File: config.mk
export PLATFORM = sky130hd
export DESIGN_NAME = xbar_out_port
export DESIGN_NICKNAME = d
export VERILOG_FILES = /design/src/rtl/xbar_pkg.sv /design/src/rtl/xbar_onehot_mux.sv /design/src/rtl/xbar_out_port.sv
export SDC_FILE = /design/constraint.sdc
export NUM_CORES = 1
export LEC_CHECK = 0
export BUFFER_PORTS_ARGS = -buffer_cell sky130_fd_sc_hd__buf_2
export CORE_AREA = 2 2 98 62
export DETAILED_ROUTE_END_ITERATION = 7
export DIE_AREA = 0 0 100 64
export PLACE_DENSITY = 0.8
export SKIP_CTS_REPAIR_TIMING = 1
export SYNTH_ARGS = -nofsm -noshare
export SYNTH_HDL_FRONTEND = slang
export SYNTH_HIERARCHICAL = 1
export SYNTH_SLANG_ARGS = --single-unit
File: constraint.sdc
create_clock -name clk -period 2.05 [get_ports clk]
set_input_delay 0.1025 -clock clk [delete_from_list [all_inputs] [get_ports clk]]
set_output_delay 0.1025 -clock clk [all_outputs]
set_load 0.03 [all_outputs]
File: src/rtl/xbar_pkg.sv
// Shared types and helpers for the crossbar output-port controller.
package xbar_pkg;

  localparam int NUM_MASTERS = 4;

  typedef enum logic [1:0] {
    IDLE    = 2'd0,
    XFER    = 2'd1,
    RELEASE = 2'd2
  } xbar_state_e;

  // OR-reduction encoder; a zero vector maps to index 0.
  function automatic logic [1:0] onehot_to_idx(input logic [NUM_MASTERS-1:0] oh);
    logic [1:0] idx;
    idx = '0;
    for (int i = 0; i < NUM_MASTERS; i++) begin
      if (oh[i]) idx = idx | 2'(i);
    end
    return idx;
  endfunction

endpackage

File: src/rtl/xbar_onehot_mux.sv
// One-hot AND-OR selector across the master lanes; all-zero select yields zero.
module xbar_onehot_mux
  import xbar_pkg::*;
#(
  parameter int W = 33
) (
  input  logic [NUM_MASTERS-1:0]   sel,
  input  logic [NUM_MASTERS*W-1:0] din,
  output logic [W-1:0]             dout
);

  always_comb begin
    dout = '0;
    for (int i = 0; i < NUM_MASTERS; i++) begin
      dout = dout | (din[i*W +: W] & {W{sel[i]}});
    end
  end

endmodule

File: src/rtl/xbar_out_port.sv
// Crossbar output port: locks the arbiter grant for a whole packet and muxes
// the owning master's stream onto the slave port, tagging beats with the source.
module xbar_out_port
  import xbar_pkg::*;
#(
  parameter int DW        = 32,
  parameter int MAX_BEATS = 16
) (
  input  logic                      clk,
  input  logic                      sreset,
  input  logic [NUM_MASTERS-1:0]    m_valid,
  input  logic [NUM_MASTERS*DW-1:0] m_data,
  input  logic [NUM_MASTERS-1:0]    m_last,
  output logic [NUM_MASTERS-1:0]    m_ready,
  output logic [NUM_MASTERS-1:0]    arb_req,
  input  logic [NUM_MASTERS-1:0]    arb_grant,
  output logic                      s_valid,
  output logic [DW-1:0]             s_data,
  output logic                      s_last,
  output logic [1:0]                s_src,
  input  logic                      s_ready,
  output logic                      pkt_overrun
);

  localparam int CW = $clog2(MAX_BEATS) + 1;

  function automatic logic [CW-1:0] sat_inc(input logic [CW-1:0] v);
    return (&v) ? v : v + 1'b1;
  endfunction

  xbar_state_e                state, state_nxt;
  logic [NUM_MASTERS-1:0]     owner, owner_nxt;
  logic [CW-1:0]              beat_cnt, beat_cnt_nxt;
  logic                       ovr_q, ovr_set, hit, beat;
  logic [NUM_MASTERS*(DW+1)-1:0] mux_in;
  logic [DW:0]                mux_out;

  always_comb begin
    mux_in = '0;
    for (int i = 0; i < NUM_MASTERS; i++) begin
      mux_in[i*(DW+1) +: DW+1] = {m_last[i], m_data[i*DW +: DW]};
    end
  end

  xbar_onehot_mux #(.W(DW + 1)) u_mux (
    .sel  (owner),
    .din  (mux_in),
    .dout (mux_out)
  );

  always_comb begin
    state_nxt    = state;
    owner_nxt    = owner;
    beat_cnt_nxt = beat_cnt;
    arb_req      = m_valid;
    s_valid      = 1'b0;
    s_data       = '0;
    s_last       = 1'b0;
    m_ready      = '0;
    beat         = 1'b0;
    hit          = |(arb_grant & m_valid);
    case (state)
      IDLE: begin
        if (hit) begin
          // Echo the grant back so the arbiter stays pinned while we lock on.
          arb_req      = arb_grant;
          owner_nxt    = arb_grant;
          beat_cnt_nxt = '0;
          state_nxt    = XFER;
        end
      end
      XFER: begin
        arb_req = owner;
        s_valid = |(m_valid & owner);
        s_data  = mux_out[DW-1:0];
        s_last  = mux_out[DW];
        m_ready = owner & {NUM_MASTERS{s_ready}};
        beat    = s_valid & s_ready;
        if (beat) begin
          beat_cnt_nxt = sat_inc(beat_cnt);
          if (s_last) state_nxt = RELEASE;
        end
      end
      RELEASE: begin
        arb_req   = m_valid & ~owner;
        state_nxt = IDLE;
      end
      default: state_nxt = IDLE;
    endcase
    if (sreset) begin
      arb_req = '0;
      s_valid = 1'b0;
      s_data  = '0;
      s_last  = 1'b0;
      m_ready = '0;
    end
  end

  // Overrun flags beat MAX_BEATS+1; the transfer itself continues untouched.
  assign ovr_set     = beat && (beat_cnt == CW'(MAX_BEATS));
  assign pkt_overrun = ovr_q & ~sreset;
  assign s_src       = sreset ? 2'd0 : onehot_to_idx(owner);

  always_ff @(posedge clk) begin
    if (sreset) begin
      state    <= IDLE;
      owner    <= '0;
      beat_cnt <= '0;
      ovr_q    <= 1'b0;
    end else begin
      state    <= state_nxt;
      owner    <= owner_nxt;
      beat_cnt <= beat_cnt_nxt;
      ovr_q    <= ovr_q | ovr_set;
    end
  end

endmodule
### Word-level counts from Yosys, hierarchy flattened

Index checks and enable logic that the tools add are counted.

* bitwise logic cells: 16
* add/sub/neg operators: 1
* multiplexer cells: 24
* reduce and logical (&&, ||, !) cells: 9
* equality and inequality tests: 7

Operators with widths (number)
* 33-bit AND: 4
* 33-bit bitwise OR: 3
* 32-bit two-way mux: 2
* 4-bit AND: 4
* 4-bit two-way mux: 4
* 5-bit two-way mux: 3
* 2-bit two-way mux: 6
* 4-bit one-hot mux with 3 select lines: 1
* 5-bit one-hot mux with 2 select lines: 1
* 2-bit inequality test (second input constant): 4
* 4-bit OR reduction: 2
* 1-bit two-way mux: 6
* 5-bit by 1-bit adder with 5-bit output (second input constant): 1
* 5-bit equality test (second input constant): 1
* 5-bit AND reduction: 1
* 4-bit NOT: 1
* 2-bit one-hot mux with 2 select lines: 1
* 4-bit AND reduction: 1
* 3-bit AND reduction: 1
* 1-bit AND: 2
* 2-bit by 1-bit equality test with 1-bit output (second input constant): 1
* 2-bit equality test (second input constant): 1
* 2-bit zero test: 1
* 2-bit AND reduction: 1
* other kinds (4): 4

* register bits after elaboration: 12
* output and inout bits: 45
* bits of input ports: 143

### Depth between registers and ports, before layout

* word-level depth: 7
* depth in mapped cells: 6
* gate-level depth less buffers: 6

### Cells and area by module

The synthesis kept the hierarchy.

By module, submodules not included
* xbar_out_port: seq. area each 240.2 um^2, cells each 143, times used 1, area each 1043.5 um^2
* xbar_onehot_mux: seq. area each 0.0 um^2, cells each 115, times used 1, area each 975.9 um^2

### Worst setup path before layout

OpenSTA, ideal clock, no wires.

* kind: register to register
* start point: register beat_cnt[0]
* end point: register beat_cnt[0]
* data required time: 1.929 ns
* cell stages (with the launch flop): 7
* path slack: 0.305 ns
* data arrival time: 1.624 ns
* library setup time: 0.121 ns
* cell sequence: dfxtp_1 > ha_1 > and3_1 > ha_1 > and2b_2 > a41oi_4 > mux2_4

* cells in the longest elaborated chain, start to end: 4
* elaborated cells on any way between the ends: 7

Ends and longest elaborated chain
* start, declared: RTL line xbar_out_port.sv:33 `logic [CW-1:0] beat_cnt, beat_cnt_nxt;`
* start signal, assigned: RTL line xbar_out_port.sv:113 `beat_cnt <= beat_cnt_nxt;`
* 5-bit by 1-bit adder with 5-bit output: RTL line xbar_out_port.sv:28 `return (&v) ? v : v + 1'b1;`
* 5-bit two-way mux: RTL line xbar_out_port.sv:28
* 5-bit two-way mux: RTL line xbar_out_port.sv:79 `if (beat) begin`
* 5-bit one-hot mux with 2 select lines: RTL line xbar_out_port.sv:62 `case (state)`

Parallel ways exist; a longest one is shown, timed or not. The select of a mux whose other input is x is not followed.
A chain may end at the register's enable or synchronous reset.

### Worst setup path in the final report

Ends and elaborated chain as after synthesis.

==> reports/metrics.cfg <==
[place]
dp_hpwl_um = 5860
portBuffers = 187
place_area_mm2 = 0.00288
place_congestion = 0.889
dp.cells = 500

[global_routing]
grt_util_met1 = 0.266
grt_use_total = 0.211
grt_overflow = 0
grt_pass1_wl_um = 11200
grt_max_degree = 38
grt.met3_usage = 0.0372
antenna_found_initial = 0
grt_use_met2 = 0.378
grt_pass1_vias = 2514
grt_busiest_layer = met2

[clock_tree]
clk_pin_slew_ns = 0.05
numClockSinks = 12
cts_tree = built
insertion_delay_ns = 0.24
cts.htree.levels = 1
clockBufferDepth = 2
cts_made_buffers = 3
cts-root-buf = clkbuf_8

[route]
viasPerCell = 5.18
drt-initial-drc-count = 100
dr.pass1.iters = 4
totalWireLength_um = 7230
wl_per_cell_um = 14.4
vias = 2608
detail-route-antenna-nets = 0
drc_errors = 0

[die]
core_area_mm2 = 0.00547
dieArea_mm2 = 0.00640
row_count = 21
die_h_um = 64
die_w_um = 100
initial_core_util = 0.370
ios = 188

[sta]
min_period_over_period = 0.930
fmax_mhz = 525
rsz0062_at_grt = false
fin_tns_setup_ns = 0
fin_skew_ns = 0.00235
setup_viol = 0
tightest_slew_ns = 0.648
slew_headroom = 0.564
period_needed_ns = 1.91
drv_slew = 0
hold_viol = 0

[setup_path]
timing.rr.start = beat_cnt[0]$_SDFFE_PP0P_
path_max_fanout = 5
required_ns = 2.18
crit_arrival_ns = 2.04
crit_type = reg -> reg
startpoint_type = register
crit_path_start = beat_cnt[0]$_SDFFE_PP0P_
rr_worst_depth = 6
cp-end-kind = register

[synthesis]
synth_cell_types = 33
synth_seq_cells = 12
synth.largest_area_cell = a22oi_2
async_flop_share = 0
netlist_top_cells_area = a22oi_2 19%, a22oi_1 14%, dfxtp_1 12%
synth.cell_area_mm2 = 0.00202
synth_ff_type = dfxtp_1
synth_cells = 258
ys_seq_area_frac = 0.119
syn-num-nets = 404
synth_top_area_share = 0.186
syn_avg_cell_area_um2 = 7.83
ys_warn_count = 6
synth_edf_count = 0

[power]
pwr-share-seq = 0.230
switching_share = 0.424
cellPowerDensity_mw_per_mm2 = 399
ir_worst_vdd_mv = 0.339
combPwrFrac = 0.582
leakage_nw = 1.58
p_clk_frac = 0.188
p_int_uw = 671
power.switching_uw = 495

[worst_hold_path]
hold_path.startpoint = arb_grant[3]
hold_path_depth = 3
min_path_type = in -> reg

[cells_and_area]
diodes = 0
final_common_cell = buf_2
mostFrequentLayoutCells = 187 x buf_2, 46 x nand2_1, 38 x a22oi_1
syn2layout_area_growth_pct = 44.7
fin_cells = 503
fin_util = 0.535
design_area_mm2 = 0.00292
nNetsFinal = 582
drive_gt1_frac = 0.553

[outcome]
outcome = finished, final reports clean

[job]
max-cap-violations = 0

sequential cells by signal (all words and copies together), names as in the netlist:
signal    flops
state         2
ovr_q         1
owner         4
beat_cnt      5
worst max-delay path, cell delays in order (launching register included):
cell and delay, ns:
dfxtp_1 0.38, ha_1 0.20, and3_1 0.18, ha_1 0.14, and2b_2 0.25, a41oi_4 0.32
mux2_4 0.32
cell families (layout without fill, tap and decap cells):
group                    Yosys count  in the layout  share of synthesized area
flip-flops                        12             12                      0.119
AO/OA/AOI/OAI                     97             97                      0.437
adder cells (fa/ha/maj)            3              3                     0.0186
buffers and inverters             29            205                      0.128
multiplexers                       3              3                     0.0173
AND/OR/NAND/NOR                  114            114                      0.280
area by class of cell:
type / count / area (um^2)
multi-input cells: 217 / 1530
repair buffers: 196 / 1000
fillers: 526 / 2540
flip-flops and latches: 12 / 243
clock buffers: 3 / 41.3
well taps: 69 / 86.3
inverters: 6 / 22.5
metal layers:
metal  part of all wire  up-vias  wire, um
met4              0.011        0        79
met5                  0        -         0
met1               0.43     1181      3120
li1                   -     1304         -
met3              0.077       10       557
met2               0.48      113      3480
Yosys cell counts, types with 2 or more instances:
cell type	number
nand2_1	46
a22oi_1	38
and2_1	32
a22oi_2	30
nor2_1	15
buf_6	13
dfxtp_1	12
a21oi_1	10
and3_1	6
inv_1	6
nor2b_1	6
a31oi_1	5
a211oi_1	4
clkbuf_1	4
buf_12	3
ha_1	3
nand3_1	3
a22o_1	2
a31o_2	2
and2b_2	2
clkbuf_2	2
mux2i_1	2
nor3b_1	2
stage by stage:
| step | hold slack [ns] | worst slack [ns] | total power [mW] |
|---|---|---|---|
| finish | 0.131 | 0.144 | 1.17 |
| detailed placement | 0.381 | 0.155 | 0.950 |
| floorplan | 0.252 | 0.305 | 0.739 |
| global placement | 0.377 | 0.242 | 0.936 |
| global route | 0.144 | 0.0269 | 1.25 |
| CTS | 0.125 | 0.143 | 1.17 |
final timing paths:
path | to | slack [ns]
worst max-delay path | beat_cnt[0]$_SDFFE_PP0P_ | 0.14
worst min-delay path | owner[3]$_SDFFE_PP0P_ | 0.13
worst max register to register | beat_cnt[0]$_SDFFE_PP0P_ | 0.14
worst min register to register | beat_cnt[4]$_SDFFE_PP0P_ | 0.49
power groups by stage:
stage / Clock (mW) / Sequential [mW] / Combinational, mW
after floorplan: 0 / 0.265 / 0.474
after global placement: 0 / 0.272 / 0.664
after detailed placement: 0 / 0.273 / 0.677
after CTS: 0.220 / 0.268 / 0.679
after global routing: 0.234 / 0.271 / 0.747
final: 0.220 / 0.268 / 0.678
No activity file was read; power rests on OpenSTA's default activity.
